[src/rtl/porta_pkg.sv]
// porta_pkg: shared definitions for the door sensor encoder.
//   CODE_W       width of the entrada code word
//   porta_state_t  encoder FSM states
//   SEG_OFF      active-low seven-segment image with every segment dark
//   hex_to_seg() active-low seven-segment image (gfedcba) of a hex digit
package porta_pkg;

    localparam int CODE_W = 4;

    typedef enum logic [1:0] {
        IDLE = 2'd0,
        SEND = 2'd1,
        GAP  = 2'd2
    } porta_state_t;

    localparam logic [6:0] SEG_OFF = 7'b1111111;

    function automatic logic [6:0] hex_to_seg(input logic [3:0] v);
        logic [6:0] seg_hi;
        seg_hi = 7'h00;
        case (v)
            4'h0: seg_hi = 7'h3F;
            4'h1: seg_hi = 7'h06;
            4'h2: seg_hi = 7'h5B;
            4'h3: seg_hi = 7'h4F;
            4'h4: seg_hi = 7'h66;
            4'h5: seg_hi = 7'h6D;
            4'h6: seg_hi = 7'h7D;
            4'h7: seg_hi = 7'h07;
            4'h8: seg_hi = 7'h7F;
            4'h9: seg_hi = 7'h6F;
            4'hA: seg_hi = 7'h77;
            4'hB: seg_hi = 7'h7C;
            4'hC: seg_hi = 7'h39;
            4'hD: seg_hi = 7'h5E;
            4'hE: seg_hi = 7'h79;
            default: seg_hi = 7'h71;
        endcase
        // table is written active-high; the display pins are active-low
        return ~seg_hi;
    endfunction

endpackage

[src/rtl/debounce_bit.sv]
// debounce_bit: two-flop synchroniser followed by a per-bit debouncer.
//   clock    single clock, rising edge
//   reset_n  asynchronous active-low reset
//   raw      asynchronous sensor input
//   stable   debounced level, updates once the synchronised bit has been
//            seen at the same value for DEBOUNCE_CYCLES consecutive samples
module debounce_bit #(
    parameter int unsigned DEBOUNCE_CYCLES = 4
) (
    input  logic clock,
    input  logic reset_n,
    input  logic raw,
    output logic stable
);

    localparam int CNT_W = $clog2(DEBOUNCE_CYCLES + 1);
    localparam logic [CNT_W-1:0] CNT_MAX = CNT_W'(DEBOUNCE_CYCLES);

    logic             sync1;
    logic             sync2;
    logic             cand;
    logic [CNT_W-1:0] cnt;
    logic             mismatch;
    logic [8:0]       held;

    // cnt holds the number of matching samples after the one that reloaded
    // it, so the sample count including the current one is 1 on a reload and
    // cnt+2 otherwise. Deciding on the current sample keeps the bit latency
    // at 2 sync cycles plus exactly DEBOUNCE_CYCLES.
    assign mismatch = (sync2 != cand);
    assign held     = mismatch ? 9'd1 : (9'(cnt) + 9'd2);

    always_ff @(posedge clock or negedge reset_n) begin
        if (!reset_n) begin
            sync1  <= 1'b0;
            sync2  <= 1'b0;
            cand   <= 1'b0;
            cnt    <= '0;
            stable <= 1'b0;
        end else begin
            sync1 <= raw;
            sync2 <= sync1;
            if (mismatch) begin
                cand <= sync2;
                cnt  <= '0;
            end else if (cnt != CNT_MAX) begin
                cnt <= cnt + CNT_W'(1);
            end
            if (held >= 9'(DEBOUNCE_CYCLES)) begin
                stable <= sync2;
            end
        end
    end

endmodule

[src/rtl/sensor_porta_encoder.sv]
// sensor_porta_encoder: debounces four door sensors and hands each new code
// to the door controller with a valid/ack handshake.
//   clock          single clock, rising edge
//   reset_n        asynchronous active-low reset
//   sensor_raw     raw asynchronous sensors, [3:0] matches the entrada word
//   entrada        debounced code offered to the door controller
//   entrada_valid  high while entrada is unacknowledged
//   entrada_ack    controller accepts entrada when high with entrada_valid
//   busy           high whenever the FSM is not idle
//   display        active-low seven-segment image of entrada
// Build option SENSOR_PORTA_DISPLAY_EN: registered hex decode of entrada on
// display; when undefined display is tied dark.
//
// state | meaning
// IDLE  | waiting for the stable word to differ from the last sent code
// SEND  | entrada frozen and valid, waiting for ack
// GAP   | one-cycle spacer after ack before the next compare
module sensor_porta_encoder
    import porta_pkg::*;
#(
    parameter int unsigned DEBOUNCE_CYCLES = 4
) (
    input  logic              clock,
    input  logic              reset_n,
    input  logic [CODE_W-1:0] sensor_raw,
    output logic [CODE_W-1:0] entrada,
    output logic              entrada_valid,
    input  logic              entrada_ack,
    output logic              busy,
    output logic [6:0]        display
);

    logic [CODE_W-1:0] stable_word;
    logic [CODE_W-1:0] last_sent;
    porta_state_t      state;
    porta_state_t      state_next;
    logic              load_entrada;
    logic              load_last;

    for (genvar i = 0; i < CODE_W; i++) begin : g_bit
        debounce_bit #(
            .DEBOUNCE_CYCLES(DEBOUNCE_CYCLES)
        ) u_debounce (
            .clock  (clock),
            .reset_n(reset_n),
            .raw    (sensor_raw[i]),
            .stable (stable_word[i])
        );
    end

    always_ff @(posedge clock or negedge reset_n) begin
        if (!reset_n) begin
            state <= IDLE;
        end else begin
            state <= state_next;
        end
    end

    // entrada_valid is only high in SEND, so ack outside SEND is ignored
    always_comb begin
        state_next   = state;
        load_entrada = 1'b0;
        load_last    = 1'b0;
        case (state)
            IDLE: begin
                if (stable_word != last_sent) begin
                    state_next   = SEND;
                    load_entrada = 1'b1;
                end
            end
            SEND: begin
                if (entrada_ack) begin
                    state_next = GAP;
                    load_last  = 1'b1;
                end
            end
            GAP:     state_next = IDLE;
            default: state_next = IDLE;
        endcase
    end

    always_ff @(posedge clock or negedge reset_n) begin
        if (!reset_n) begin
            entrada   <= '0;
            last_sent <= '0;
        end else begin
            if (load_entrada) entrada   <= stable_word;
            if (load_last)    last_sent <= entrada;
        end
    end

    assign entrada_valid = (state == SEND);
    assign busy          = (state != IDLE);

`ifdef SENSOR_PORTA_DISPLAY_EN
    always_ff @(posedge clock or negedge reset_n) begin
        if (!reset_n) begin
            display <= SEG_OFF;
        end else begin
            display <= hex_to_seg(entrada);
        end
    end
`else
    assign display = SEG_OFF;
`endif

endmodule
[config.mk]
export PLATFORM = sky130hd
export DESIGN_NAME = sensor_porta_encoder
export DESIGN_NICKNAME = d
export VERILOG_FILES = /design/src/rtl/porta_pkg.sv /design/src/rtl/debounce_bit.sv /design/src/rtl/sensor_porta_encoder.sv
export SDC_FILE = /design/constraint.sdc
export NUM_CORES = 1
export LEC_CHECK = 0
export ABC_AREA = 1
export ABC_CLOCK_PERIOD_IN_PS = 1100
export BUFFER_PORTS_ARGS = -buffer_cell sky130_fd_sc_hd__buf_2
export CORE_MARGIN = 2
export CORE_UTILIZATION = 51
export CTS_BUF_LIST = sky130_fd_sc_hd__clkbuf_16
export DETAILED_ROUTE_END_ITERATION = 6
export PLACE_DENSITY = 0.74
export REMOVE_ABC_BUFFERS = 1
export SLEW_MARGIN = 0
export SYNTH_ARGS = -nofsm -noshare
export SYNTH_HDL_FRONTEND = slang
export SYNTH_SLANG_ARGS = --single-unit
[constraint.sdc]
create_clock -name clock -period 1.1 [get_ports clock]
set_input_delay 0.11 -clock clock [delete_from_list [all_inputs] [get_ports clock]]
set_output_delay 0.11 -clock clock [all_outputs]
set_load 0.01 [all_outputs]
==> impl_metrics.toml, run 1 <==
[floorplanning]
rows = 21
pin_count = 20
dieWidth_um = 62.1
die-area_sq_um = 3860
initial_utilization_pct = 52.4
core-area_sq_um = 3280
die_h_um = 62.1

[finish]
drive_gt1_share_pct = 38.2
fillers = 240
nets = 235
final_cell_mix = "dfrtp_1 (38), inv_1 (18), nand2_1 (18)"
final_common_cell = "dfrtp_1"
final_util_pct = 68.2
diodes = 0
area_delta_synth_final_pct = 30.0

[clock_network]
cts-root-buf = "clkbuf_16"
htreeDepth = 2
cts_buffer_depth = 2
cts.clk_slew.worst_paths_ns = 0.05
clk-insertion-delay-late_ns = 0.28
cts_sinks = 38
cts_tree = "done"
cts_buffers = 5

[drt]
dr.pass1.iters = 4
wl_per_cell_um = 13.3
route.detailed.drc = 0
detailroute.wirelength.met3_um = 98
wl_um = 3510
drt-initial-drc-count = 67
wl_met1_um = 1360
top_layer = "met4"
vias = 1310
final_antenna_net_count = 0
routed_via_density = 4.98
dr_wl_met2_um = 1950

[timing]
fmax_ghz = 0.873
skew_ns = 0.00364
hold_viol_final = 0
fin_crit_sh_pct = 104
setup_viol = 7
rsz0062_at_grt = "true"
worst_slack_ns = -0.0450
min_period_ns = 1.14
drv_slew = 0
setup-tns-final_ns = -0.229

[global_routing]
grt_pass1_vias = 1252
grt_max_degree = 39
grt_pass1_wl_um = 5500
grt.total_usage_pct = 18.7
grt_overflow = 0
antenna_found_initial = 0

[setup_path]
r2r-end = "entrada[3]$_DFFE_PN0P_"
cp-end-kind = "flop"
ff2ff_path_depth = 8
startpoint_type = "flop"
rr_startpoint = "last_sent[3]$_DFFE_PN0P_"
crit_required_ns = 1.32
crit_arrival_ns = 1.37
critPathKind = "flop to flop"
critPathMaxFanout = 5
rrSetupSlack_ns = -0.04

[logic_synthesis]
ys_types = 20
syn_area_sq_um = 1720
synth_cells = 182
yosysWarnings = 0
ys_ff_latch = 38
synth_area_per_cell_sq_um = 9.46
yosysSeqAreaShare_pct = 55.2

[power_and_ir_drop]
pwr-share-clk_pct = 25.9
power_frac_comb_pct = 34.8
p_sw_uw = 1840
seq_power_share_pct = 39.3
power_density_nw_per_um2 = 2310
switching_share_pct = 35.5
leakagePower_uw = 0.00114
internal_power_uw = 3340
ir_drop_v = 0.000988

[placement]
dp_hpwl_um = 2050
gp_congestion = 0.777
port_buffers = 12
dpl_worst_slack_ns = 0.00113

[outcome]
violations = "setup timing"
status = "finished, violations left"

[min_path]
hp-start = "entrada_ack"
holdPathStages = 2
min_path_type = "primary input to flop"
hold_end = "state[0]$_DFFE_PN0P_"

[flow_run]
maxCapViolCount = 0
[Yosys cell counts, drive strengths merged]
master	instances	area [sq um]
xnor2	4	35.0
nand3	8	40.0
conb	1	3.75
nor3	4	20.0
o22ai	4	25.0
nand2	35	141
dfrtp	38	951
o31ai	4	30.0
a21oi	8	40.0
ha	12	150
clkbuf	4	15.0
o21ai	9	45.0
buf	7	52.6
inv	28	105
nor2	16	67.6
[power by group through the flow]
stage	clock network (uW)	registers [uW]	logic, uW
2_1_floorplan	0	1980	885
3_3_place_gp	0	2000	1210
3_5_place_dp	0	2020	1280
4_1_cts	1360	2000	1410
5_1_grt	1430	2070	1990
6_report	1340	2030	1800
[kinds of logic (layout without fill, tap and decap cells)]
logic type / after synthesis / after routing / synth area share (%)
simple gates: 63 / 63 / 15.6
buf+inv: 39 / 68 / 10.0
flops: 38 / 38 / 55.2
compound gates: 25 / 25 / 8.14
fa+ha+maj: 12 / 12 / 8.72
xor+xnor: 4 / 4 / 2.03
other cells: 1 / 7 / 0.218
[worst max-delay path by stage]
stage	from	to	slack (ns)	cells past startpoint
2_1_floorplan	g_bit[0].u_debounce.cnt[2]$_DFFE_PN0P_	g_bit[0].u_debounce.stable$_DFFE_PN0P_	0.09	4
3_3_place_gp	g_bit[2].u_debounce.cnt[1]$_DFFE_PN0P_	g_bit[2].u_debounce.stable$_DFFE_PN0P_	0.03	4
3_5_place_dp	g_bit[0].u_debounce.cnt[2]$_DFFE_PN0P_	g_bit[0].u_debounce.stable$_DFFE_PN0P_	0.001	4
4_1_cts	state[0]$_DFFE_PN0P_	busy	-0.04	4
5_1_grt	last_sent[3]$_DFFE_PN0P_	entrada[0]$_DFFE_PN0P_	-0.12	8
6_report	last_sent[3]$_DFFE_PN0P_	entrada[3]$_DFFE_PN0P_	-0.04	8
[worst max-delay path, cell delays in order (launching register included)]
cell     delay (ns)
dfrtp_1        0.37
inv_1          0.07
nand2_1        0.08
nand2_2        0.06
nor2_2         0.12
nand2_2        0.12
nand2_4        0.14
nand2_2        0.06
nand2_2        0.06
[sequential cells by signal (all words and copies together) (netlist names)]
name,cells
last_sent,4
g_bit.u_debounce.cnt,12
entrada,4
g_bit.u_debounce.stable,4
g_bit.u_debounce.sync2,4
g_bit.u_debounce.sync1,4
g_bit.u_debounce.cand,4
state,2
[stage by stage]
step / total power [uW] / instance area [sq um] / hold slack, ns / instances
3_5_place_dp: 3300 / 1820 / 0.0904 / 237
6_report: 5170 / 2240 / 0.0195 / 263
5_1_grt: 5490 / 2240 / 0.0305 / 263
4_1_cts: 4760 / 2050 / 0.0245 / 252
2_1_floorplan: 2870 / 1680 / -0.186 / 177
3_3_place_gp: 3210 / 1820 / 0.0868 / 237
[area by class of cell]
class / count / area (sq um) / share of cell area (%)
flip-flops and latches: 38 / 951 / 42.5
clock inverters: 3 / 12.5 / 0.559
multi-input cells: 111 / 746 / 33.3
well taps: 46 / 57.6 / 2.57
inverters: 28 / 105 / 4.70
clock buffers: 5 / 125 / 5.59
repair buffers: 32 / 241 / 10.8
[per-layer routing]
metal	GRT usage (%)	vias to the layer above
li1	-	630
met1	20.1	654
met2	33.0	17
met3	3.99	9
met4	12.5	0
met5	0	-
[what timing repair did]
item,in CTS,in global routing
pin swaps,1,7
hold buffers,5,0
gates cloned,0,0
hold endpoints to repair,42,0
endpoints found under the setup margin,8,22
resized for setup,9,41
buffers inserted,2,11
(Power assumes the default switching activity.)
==> run 2: changes to the inputs <==
==> constraint.sdc (replaced) <==
create_clock -name clock -period 1.1 [get_ports clock]
set_input_delay 0.11 -clock clock [delete_from_list [all_inputs] [get_ports clock]]
set_output_delay 0.11 -clock clock [all_outputs]
set_load 0.02 [all_outputs]
==> run 2 against run 1 <==
Non-clock buffer count down 3. Worst hold slack better by 0.0071 ns. Sequential power about the same. Flip-flop and latch count unchanged. Via count down 1.6%. Combinational power up 7%. Sequential share of layout area up 0.20 points. Register-to-register slack worse by 0.02 ns. Highest routed layer unchanged. Total power up 2.5%. The run still ends with setup timing left. Critical path depth down 4. Largest cell class unchanged.
==> impl_metrics.toml, run 2 (same netlist as run 1, synthesis figures left out) <==
[timing]
fmax_ghz = 0.848
hold_viol_final = 0
fin_crit_sh_pct = 107
rsz0062_at_grt = "true"
min_period_ns = 1.18
worst_slack_ns = -0.0791
setup-tns-final_ns = -0.393
timing.hold.ws_ns = 0.0267
skew_ns = 0.00294
setup_viol = 9
drv_slew = 0

[placement]
gp_congestion = 0.777
port_buffers = 12
dp_hpwl_um = 2050
dp.cells = 237
dpl_worst_slack_ns = 0.00113

[drt]
drt-initial-drc-count = 94
final_antenna_net_count = 0
routed_via_density = 4.96
wl_met1_um = 1330
top_layer = "met4"
route.detailed.drc = 0
vias = 1289
wl_um = 3650
wl_per_cell_um = 14.0
dr.pass1.iters = 5
detailroute.wirelength.met3_um = 117
dr_wl_met2_um = 2080

[min_path]
hp-start = "entrada_ack"
hold_end = "state[0]$_DFFE_PN0P_"
min_path_type = "primary input to flop"
holdPathStages = 2

[global_routing]
grt.total_usage_pct = 19.0
grt_max_degree = 39
grt_overflow = 0
grt_pass1_wl_um = 5580
antenna_found_initial = 0
grt_pass1_vias = 1267

[floorplanning]
die-area_sq_um = 3860
initial_utilization_pct = 52.4
die_h_um = 62.1
core-area_sq_um = 3280
dieWidth_um = 62.1
rows = 21
pin_count = 20

[finish]
final_cell_mix = "dfrtp_1 (37), inv_1 (19), nand2_1 (18)"
nets = 232
regMostFlops = "g_bit.u_debounce.cnt"
largest_reg_flops = 12
area_delta_synth_final_pct = 29.6
drive_gt1_share_pct = 37.9
instances_no_fill = 260
final_common_cell = "dfrtp_1"
fillers = 239
diodes = 0

[clock_network]
cts-root-buf = "clkbuf_16"
htreeDepth = 2
clk-insertion-delay-late_ns = 0.28
cts_buffers = 5
cts_tree = "done"
cts_buffer_depth = 2
cts_sinks = 38
cts.clk_slew.worst_paths_ns = 0.05

[setup_path]
rrSetupSlack_ns = -0.06
ff2ff_path_depth = 8
critPathMaxFanout = 2
r2r-end = "entrada[0]$_DFFE_PN0P_"
rr_startpoint = "last_sent[3]$_DFFE_PN0P_"
crit_required_ns = 0.99
cp-end-kind = "output port"
critPathKind = "flop to output port"
startpoint_type = "flop"
crit_arrival_ns = 1.07

[power_and_ir_drop]
leakagePower_uw = 0.00112
post-layout-total-power_uw = 5300
power_density_nw_per_um2 = 2380
ir_drop_v = 0.00103

[outcome]
status = "finished, violations left"
violations = "setup timing"

[flow_run]
maxCapViolCount = 0
==> run 2: cell count changes in the layout (fill, tap and decap cells not counted), sizes merged <==
cell	before	now
buf	27	24
==> run 2: stage by stage <==
| stage | instance area [sq um] | util [%] |
|---|---|---|
| finish | 2230 | 67.9 |
| global route | 2230 | 67.9 |
| CTS | 2070 | 63.2 |
| detailed placement | 1820 | 55.5 |
| global placement | 1820 | 55.5 |
| floorplan | 1680 | - |
==> run 2: worst max path at each step <==
stage	start	endpoint	slack (ns)	depth (start not counted)
5_1_grt	last_sent[3]$_DFFE_PN0P_	entrada[0]$_DFFE_PN0P_	-0.13	8
2_1_floorplan	g_bit[0].u_debounce.cnt[2]$_DFFE_PN0P_	g_bit[0].u_debounce.stable$_DFFE_PN0P_	0.09	4
3_3_place_gp	g_bit[2].u_debounce.cnt[1]$_DFFE_PN0P_	g_bit[2].u_debounce.stable$_DFFE_PN0P_	0.03	4
4_1_cts	state[1]$_DFFE_PN0P_	busy	-0.04	4
6_report	state[0]$_DFFE_PN0P_	busy	-0.08	4
3_5_place_dp	g_bit[0].u_debounce.cnt[2]$_DFFE_PN0P_	g_bit[0].u_debounce.stable$_DFFE_PN0P_	0.001	4
==> run 2: routing by layer <==
layer	track usage, %	vias to the layer above
li1	-	622
met1	20.0	632
met2	34.2	25
met5	0	-
met3	3.99	10
met4	12.5	0
==> run 2: cell type report <==
cell class | instances | area, sq um | area share [%]
Sequential cell | 38 | 952 | 42.7
Multi-Input combinational cell | 111 | 757 | 33.9
Timing Repair Buffer | 29 | 221 | 9.93
Clock buffer | 5 | 125 | 5.61
Inverter | 28 | 105 | 4.71
Tap cell | 46 | 57.6 | 2.58
Clock inverter | 3 | 12.5 | 0.561
==> run 2: worst max-delay path, cell delays in order (launching register included) <==
cell and delay [ns]:
dfrtp_1 0.38, nor2_1 0.12, buf_4 0.13, inv_2 0.04, buf_6 0.12
==> run 2: power breakdown <==
group	switching, uW	internal (uW)	leakage, uW
combinational	1130	794	0.000577
clock	514	817	0.0000724
sequential	312	1740	0.000470
==> run 2: timing repair <==
action,4_1_cts,5_1_grt
hold buffers,5,0
endpoints found under the hold margin,42,0
setup endpoints to repair,9,22
setup buffers,3,8
pin swaps,2,6
resized for setup,14,40
